--- src/rtl/irq_pkg.sv ---
// rtl/irq_pkg.sv - shared types and constants for the interrupt controller
package irq_pkg;

    typedef enum logic {
        IDLE = 1'b0,
        WAIT = 1'b1
    } irq_state_t;

    localparam logic [15:0] DEF_ACK_ADDR  = 16'h0022;
    localparam logic [15:0] DEF_MASK_ADDR = 16'h0023;
    localparam logic [15:0] DEF_PEND_ADDR = 16'h0024;
    localparam logic [15:0] DEF_STAT_ADDR = 16'h0025;

    localparam logic [2:0] VEC_TIMER = 3'd1;
    localparam logic [2:0] VEC_KEYB  = 3'd2;
    localparam logic [2:0] VEC_SPI   = 3'd3;

    localparam int STAT_BUSY_BIT = 7;
    localparam int STAT_TOUT_BIT = 6;
    localparam int STAT_VECT_LSB = 0;

endpackage

--- src/rtl/irq_prio.sv ---
// rtl/irq_prio.sv - lowest-index-wins priority encoder over vectors 7..1
module irq_prio (
    input  logic [7:1] eligible_i,
    output logic       valid_o,
    output logic [2:0] index_o
);

    // Scan from the top so the lowest set index is the last one written.
    always_comb begin
        valid_o = 1'b0;
        index_o = 3'd0;
        for (int i = 7; i >= 1; i--) begin
            if (eligible_i[i]) begin
                valid_o = 1'b1;
                index_o = 3'(i);
            end
        end
    end

endmodule

--- src/rtl/irq_ctl.sv ---
// rtl/irq_ctl.sv - pending/mask latch and toggle-style dispatch to the AVR core
module irq_ctl
    import irq_pkg::*;
#(
    parameter logic [15:0] ACK_ADDR    = DEF_ACK_ADDR,
    parameter logic [15:0] MASK_ADDR   = DEF_MASK_ADDR,
    parameter logic [15:0] PEND_ADDR   = DEF_PEND_ADDR,
    parameter logic [15:0] STAT_ADDR   = DEF_STAT_ADDR,
    parameter int unsigned ACK_TIMEOUT = 0
) (
    input  logic        clock,
    input  logic        reset_n,
    input  logic [7:0]  src,
    input  logic [15:0] address,
    input  logic [7:0]  data_o,
    input  logic        we,
    output logic [7:0]  rd_data,
    output logic        rd_hit,
    output logic        intr,
    output logic [2:0]  vect,
    output logic        busy
);

    localparam int CW = (ACK_TIMEOUT > 0) ? $clog2(ACK_TIMEOUT + 1) : 1;
    localparam logic [CW-1:0] CNT_LAST = (ACK_TIMEOUT > 0) ? CW'(ACK_TIMEOUT - 1) : '0;

    irq_state_t    state_q;
    logic          intr_q;
    logic [2:0]    vect_q;
    logic [7:0]    pending_q, pending_d;
    logic [7:0]    mask_q, mask_d;
    logic          tout_q;
    logic [CW-1:0] cnt_q;

    logic [7:1] eligible;
    logic       win_valid;
    logic [2:0] win_idx;
    logic       dispatch;
    logic       ack_wr, mask_wr, pend_wr, stat_wr;
    logic       expire;
    logic [7:0] clr;
    logic [7:0] stat;

    assign eligible = pending_q[7:1] & mask_q[7:1];

    irq_prio u_prio (
        .eligible_i (eligible),
        .valid_o    (win_valid),
        .index_o    (win_idx)
    );

    assign ack_wr   = we && (address == ACK_ADDR);
    assign mask_wr  = we && (address == MASK_ADDR);
    assign pend_wr  = we && (address == PEND_ADDR);
    assign stat_wr  = we && (address == STAT_ADDR);
    assign dispatch = (state_q == IDLE) && win_valid;
    assign expire   = (ACK_TIMEOUT != 0) && (state_q == WAIT) && (cnt_q == CNT_LAST);

    // A fresh src pulse overrides any clear in the same cycle so no event is lost.
    always_comb begin
        clr = pend_wr ? data_o : 8'h00;
        if (dispatch) begin
            clr[win_idx] = 1'b1;
        end
        pending_d = ((pending_q & ~clr) | src) & 8'hFE;
        mask_d    = mask_wr ? data_o : mask_q;
    end

    always_ff @(posedge clock or negedge reset_n) begin
        if (!reset_n) begin
            state_q   <= IDLE;
            intr_q    <= 1'b0;
            vect_q    <= 3'd0;
            pending_q <= 8'h00;
            mask_q    <= 8'hFF;
            tout_q    <= 1'b0;
            cnt_q     <= '0;
        end else begin
            pending_q <= pending_d;
            mask_q    <= mask_d;
            if (stat_wr) begin
                tout_q <= 1'b0;
            end
            case (state_q)
                IDLE: begin
                    if (win_valid) begin
                        vect_q  <= win_idx;
                        intr_q  <= ~intr_q;
                        cnt_q   <= '0;
                        state_q <= WAIT;
                    end
                end
                WAIT: begin
                    if (ack_wr) begin
                        state_q <= IDLE;
                    end else if (expire) begin
                        tout_q  <= 1'b1;
                        state_q <= IDLE;
                    end else begin
                        cnt_q <= cnt_q + 1'b1;
                    end
                end
                default: state_q <= IDLE;
            endcase
        end
    end

    always_comb begin
        stat                            = 8'h00;
        stat[STAT_BUSY_BIT]             = busy;
        stat[STAT_TOUT_BIT]             = tout_q;
        stat[STAT_VECT_LSB +: 3]        = vect_q;
    end

    always_comb begin
        rd_data = 8'h00;
        if (address == MASK_ADDR) begin
            rd_data = mask_q;
        end else if (address == PEND_ADDR) begin
            rd_data = pending_q;
        end else if (address == STAT_ADDR) begin
            rd_data = stat;
        end
    end

    assign rd_hit = (address == MASK_ADDR) || (address == PEND_ADDR) || (address == STAT_ADDR);
    assign intr   = intr_q;
    assign vect   = vect_q;
    assign busy   = (state_q == WAIT);

endmodule

--- config.mk ---
export PLATFORM = sky130hd
export DESIGN_NAME = irq_ctl
export DESIGN_NICKNAME = d
export VERILOG_FILES = /design/src/rtl/irq_pkg.sv /design/src/rtl/irq_prio.sv /design/src/rtl/irq_ctl.sv
export SDC_FILE = /design/constraint.sdc
export NUM_CORES = 1
export LEC_CHECK = 0
export BUFFER_PORTS_ARGS = -buffer_cell sky130_fd_sc_hd__buf_2
export CAP_MARGIN = 0
export CORE_AREA = 4 4 56 53
export CTS_BUF_LIST = sky130_fd_sc_hd__clkbuf_8
export DETAILED_ROUTE_END_ITERATION = 8
export DIE_AREA = 0 0 60 57
export HOLD_SLACK_MARGIN = 0.06
export PLACE_DENSITY = 0.79
export SLEW_MARGIN = 20
export SYNTH_ARGS = -nofsm -noshare
export SYNTH_HDL_FRONTEND = slang
export SYNTH_HIERARCHICAL = 1
export SYNTH_SLANG_ARGS = --single-unit
--- constraint.sdc ---
create_clock -name clock -period 4.05 [get_ports clock]
set_clock_uncertainty 0.1 [all_clocks]
set_input_delay 0.6075 -clock clock [delete_from_list [all_inputs] [get_ports clock]]
set_output_delay 0.6075 -clock clock [all_outputs]
set_load 0.02 [all_outputs]
**Word level (Yosys, flattened, before mapping)**

Cells that the tools add are included.

- Eq/ne operators: 4
- Magnitude comparators: 2
- Bitwise operators: 7
- Mux-type cells: 24
- Reduce and logical (&&, ||, !) cells: 8

Operators by type and width:

| kind | number |
|---|---|
| equality test 16 x 6 -> 1 bit, second input constant | 4 |
| 2-to-1 mux 8 bit | 5 |
| 2-to-1 mux 3 bit | 7 |
| OR 8 bit | 2 |
| 2-to-1 mux 1 bit | 10 |
| bitwise AND 8 bit | 1 |
| NOT 8 bit | 1 |
| bitwise AND 7 bit | 1 |
| logical AND 1 bit | 5 |
| < comparator 3 x 4 -> 1 bit, second input constant | 1 |
| demux 1 bit (select 3 bit) | 1 |
| greater-or-equal comparator 3 x 1 -> 1 bit, second input constant | 1 |
| logical OR 1 bit | 2 |
| NOT 1 bit | 2 |
| one-hot mux 1 bit (2 select lines) | 1 |
| AND reduction 2 bit | 1 |

- Word-level logic and storage cells: 50
- Register bits: 20
- Output and inout port bits: 14

**Depth between registers and ports, before layout**

- Depth after elaboration: 17
- Gate-level depth with buffers: 7

**Hierarchy**

Netlist, hierarchy kept.

By module, submodules not included:

| module | times used | area an instance (µm²) | cells each |
|---|---|---|---|
| irq_ctl | 1 | 1144.8 | 100 |
| irq_prio | 1 | 70.1 | 13 |

**Worst setup path after synthesis**

Ideal clock, no wire load.

- Path kind: input -> output
- From: in address[9]
- To: out rd_data[0]
- Path buffers: 0
- Path slack: 0.933 ns
- Data required time: 3.342 ns
- Cell stages on the path: 4
- Data arrival time: 2.410 ns
- Path through: or4_1 > or4_4 > or2_2 > o2bb2ai_1

- Longest elaborated chain between the ends: 4
- Elaborated cells between the ends (all ways): 6

Ends and longest elaborated chain:

| element | line | source |
|---|---|---|
| start: declaration | irq_ctl.sv:14 | `input logic [15:0] address,` |
| equality test 16 x 6 -> 1 bit | irq_ctl.sv:121 | `end else if (address == STAT_ADDR) begin` |
| 2-to-1 mux 8 bit | irq_ctl.sv:121 |  |
| 2-to-1 mux 8 bit | irq_ctl.sv:119 | `end else if (address == PEND_ADDR) begin` |
| 2-to-1 mux 8 bit (*) | irq_ctl.sv:117 | `if (address == MASK_ADDR) begin` |
| end: declaration | irq_ctl.sv:17 | `output logic [7:0] rd_data,` |

Mark *: on every way between the ends. The rest lies on a longest branch, timed or not.

**Worst setup path in the final report**

- From: in address[9]
- To: out rd_data[6]

- Longest elaborated chain between the ends: 3
- Elaborated cells between the ends (all ways): 4

Ends and longest elaborated chain:

| element | line |
|---|---|
| equality test 16 x 6 -> 1 bit | irq_ctl.sv:119 |
| 2-to-1 mux 8 bit | irq_ctl.sv:119 |
| 2-to-1 mux 8 bit (*) | irq_ctl.sv:117 |

Marked as above.

==> summary.md <==
| Metric | Value |
|---|---|
| Power density over cell area | ~280 nW/um2 |
| Vias in the first global route | 1171 |
| Initial antenna violation count | 0 |
| DR DRC count | 0 |
| Int Power | 348 uW |
| Worst R2R Start | mask_q[7]$_DFFE_PN1P_ |
| Synth Instances | 113 |
| Worst Tran Pin Value | around 0.64 ns |
| Fraction of layout cells with a size suffix above 1 | 0.457 |
| Pin count of the biggest net entering global routing | 21 |
| Die Ht | about 57 um |
| Syn_nets | around 150 |
| Clk sink count | 20 |
| Avg Inst Size Synth | between 10 and 15 um2 |
| Run status | complete, no violations |
| Total routing usage reported by global routing | 0.197 |
| FF+latch count, synth | 20 |
| Overall routed net length | about 3100 um |
| Final hold viol count | 0 |
| TritonCTS clock tree | done |
| Psw | 85.2 uW |
| Row count | 17 |
| CP Class | primary input to output port |
| Adder-Cell Fraction of Synth Area | 0 |
| Die width | 60 um |
| Worst path slowest cell | or4_4 |
| Die outline area | about 3400 um2 |
| Final worst-path cycle share | 0.851 |
| Register area share after synthesis | 0.420 |
| Cell taking the most area after synthesis | dfrtp_1 |
| CP most frequent cell | buf_2 |
| First DRT Iteration DRCs | 36 |
| Met3 wire length | about 280 um |
| Gp weighted congestion | slightly above 0.9 |
| Comb pwr share | 0.070 |
| N_diodes | 0 |
| Kind of end point of the critical path | output port |
| CTS resizes | 0 |
| Clock buffer count from CTS | 3 |
| Clk pin slew, worst setup/hold paths | around 0.080 ns |
| Fraction of registers with async set/reset | 1.00 |
| ANT nets after route | 0 |
| Htree depth | 1 |
| Relative slew slack | 0.570 |
| Compound-gate portion of the synthesized area | 0.163 |
| Post-synthesis xor/xnor area fraction | 0.00721 |
| Min Tclk post-route | ~3.4 ns |
| CTS Buffer Depth | 2 |
| Root Buffer | clkbuf_8 |
| Max-capacitance violation count | 0 |
| Synth warn | 6 |
| First-pass GRT wire length | around 5200 um |
| Overall power | roughly 430 uW |
| Crit-path max cell delay | 0.58 ns |
| Global route overflow | 0 |
| Core area | between 2000 and 2500 um2 |
| Top FF cell, synth | dfrtp_1 |
| Mux cell area share after synthesis | 0.142 |
| Port Buf Inserts | between 40 and 50 |
| Sequential power share | 0.462 |
| Main combinational cell family by area after synthesis | simple AND/OR/NAND/NOR gates |
| Unrepaired setup endpoints after global routing | no |
| Worst vdd ir | a little over 0.2 mV |
| DRT Pass-1 Iters | 4 |
| WP data required | roughly 3.3 ns |
| Cell Chain, Critical Path | buf_2 -> or4_1 -> or4_4 -> nor2_1 -> a22o_1 -> buf_2 |
| Post-CTS Setup Bufs | 0 |
| Synth top area cells | dfrtp_1 25%, dfstp_2 17%, mux2_4 9.9%, nor4bb_1 6.6%, o21bai_1 4.3% |
| Yosys cell types | 31 |
| Number of synthesized flops with an enable pin | 0 |
| Filler instances | 220 |
| Vias per cell | about 6 |
| WL met2 | 1520 um |
| P_leak | about 0.74 nW |
| Post-Syn Area | 1210 um2 |
| FF-to-FF path depth | 6 |
| Fin. max-slew vios | 0 |
| HP Class | primary input to asynchronous set/reset pin |
| Clock share of power | 0.468 |
| Nets | 198 |
| Routed vias | ~1100 |
| Starting Density | 0.510 |
| Yosys top cell area share | 0.247 |
| Startpoint Class | primary input |
| Post-DR wirelength/cell | 16.2 um |
| CP Data Arrival Time | 2.74 ns |
| Final HPWL DP | about 2400 um |
| Io pins | ~50 |
| Switching share of total power | 0.197 |
| Post-route met1 wirelength | approximately 1200 um |
| Post-CTS Hold Buffers | 0 |
| Top sig layer | met4 |
| Setup-failing EPs final | 0 |
| Layout area overhead | 27.2% |
| Sum of negative setup slack | 0 ns |
| R2r setup slk | a little under 2 ns |
| Max FO, Critical Path | 8 |
| Simple-gate share of the synthesized area | 0.240 |
| Fmax | just under 300 MHz |
| Clk_lat worst skew | between 0.2 and 0.3 ns |
| R2r endpoint | pending_q[7]$_DFF_PN0_ |
==> layout by cell type, fill, tap and decap left out, types with 5 or more instances in the layout <==
cell,n
nand2b_1,5
dfrtp_1,12
mux2_4,8
and2_1,7
dfstp_2,8
o21ai_0,8
nand2_1,5
o21bai_1,7
buf_2,47
nor4bb_1,8
==> power groups by stage <==
stage	clock, mW	combinational (mW)	sequential, mW
after global routing	0.216	0.0347	0.200
after global placement	0	0.0298	0.204
final	0.203	0.0305	0.200
after floorplan	0	0.00913	0.204
after CTS	0.208	0.0312	0.200
after detailed placement	0	0.0309	0.204
==> cell usage after synthesis, types with 2 or more instances <==
cell type  instances
o2bb2ai_1          4
o21bai_1           7
nor4bb_1           8
nand3b_1           2
mux2_2             2
mux2i_1            3
o31ai_1            2
or2_2              2
mux2_4             8
a22o_1             4
nand2b_1           5
dfrtp_1           12
and2_1             7
or3_1              2
dfstp_2            8
nand2_1            5
nor3_1             2
inv_1              4
or4_1              2
a21oi_1            4
o21ai_0            8
nor2_1             3
==> critical path: cells and delay by family <==
kind | cells | cell delay, ns
buffers and inverters | 2 | 0.25
AO/OA/AOI/OAI | 1 | 0.24
AND/OR/NAND/NOR | 3 | 1.64
==> kinds of logic after synthesis <==
kind of cell,after synthesis
AO/OA/AOI/OAI,29
XOR/XNOR,1
multiplexers,13
AND/OR/NAND/NOR,43
buffers and inverters,7
flip-flops,20
==> routing by layer <==
metal / vias up / GRT usage
met4: 0 / 0.0633
met5: - / 0
li1: 523 / -
met1: 531 / 0.251
met2: 56 / 0.329
met3: 6 / 0.0407
==> per-stage QoR <==
| stage | utilization | cells | setup slack (ns) | hold slack (ns) | instance area, um2 |
|---|---|---|---|---|---|
| global route | 0.649 | 190 | 0.491 | 0.214 | 1550 |
| finish | 0.649 | 190 | 0.605 | 0.186 | 1550 |
| detailed placement | 0.619 | 186 | 0.594 | 0.359 | 1470 |
| global placement | 0.619 | 186 | 0.620 | 0.355 | 1470 |
| floorplan | - | 113 | 0.933 | 0.212 | 1210 |
| CTS | 0.649 | 190 | 0.596 | 0.198 | 1550 |
==> state kept, by name, summed over array words and instances (netlist names) <==
signal     cells
pending_q      7
busy           1
intr           1
mask_q         8
vect           3
==> worst max-delay path by stage <==
stage                           from  cells after the start    endpoint
after floorplan           address[9]                      4  rd_data[0]
final                     address[9]                      6  rd_data[6]
after global routing      address[9]                      6  rd_data[6]
after global placement    address[9]                      6  rd_data[6]
after CTS                 address[9]                      6  rd_data[6]
after detailed placement  address[9]                      6  rd_data[6]
==> layout make-up <==
cell class | instances | area, um2 | area share
Clock buffer | 3 | 41.3 | 0.0267
Clock inverter | 1 | 30.0 | 0.0194
Inverter | 4 | 15.0 | 0.00972
Multi-Input combinational cell | 86 | 671 | 0.434
Sequential cell | 20 | 510 | 0.330
Tap cell | 28 | 35.0 | 0.0227
Timing Repair Buffer | 48 | 243 | 0.157
(Power assumes the default switching activity.)
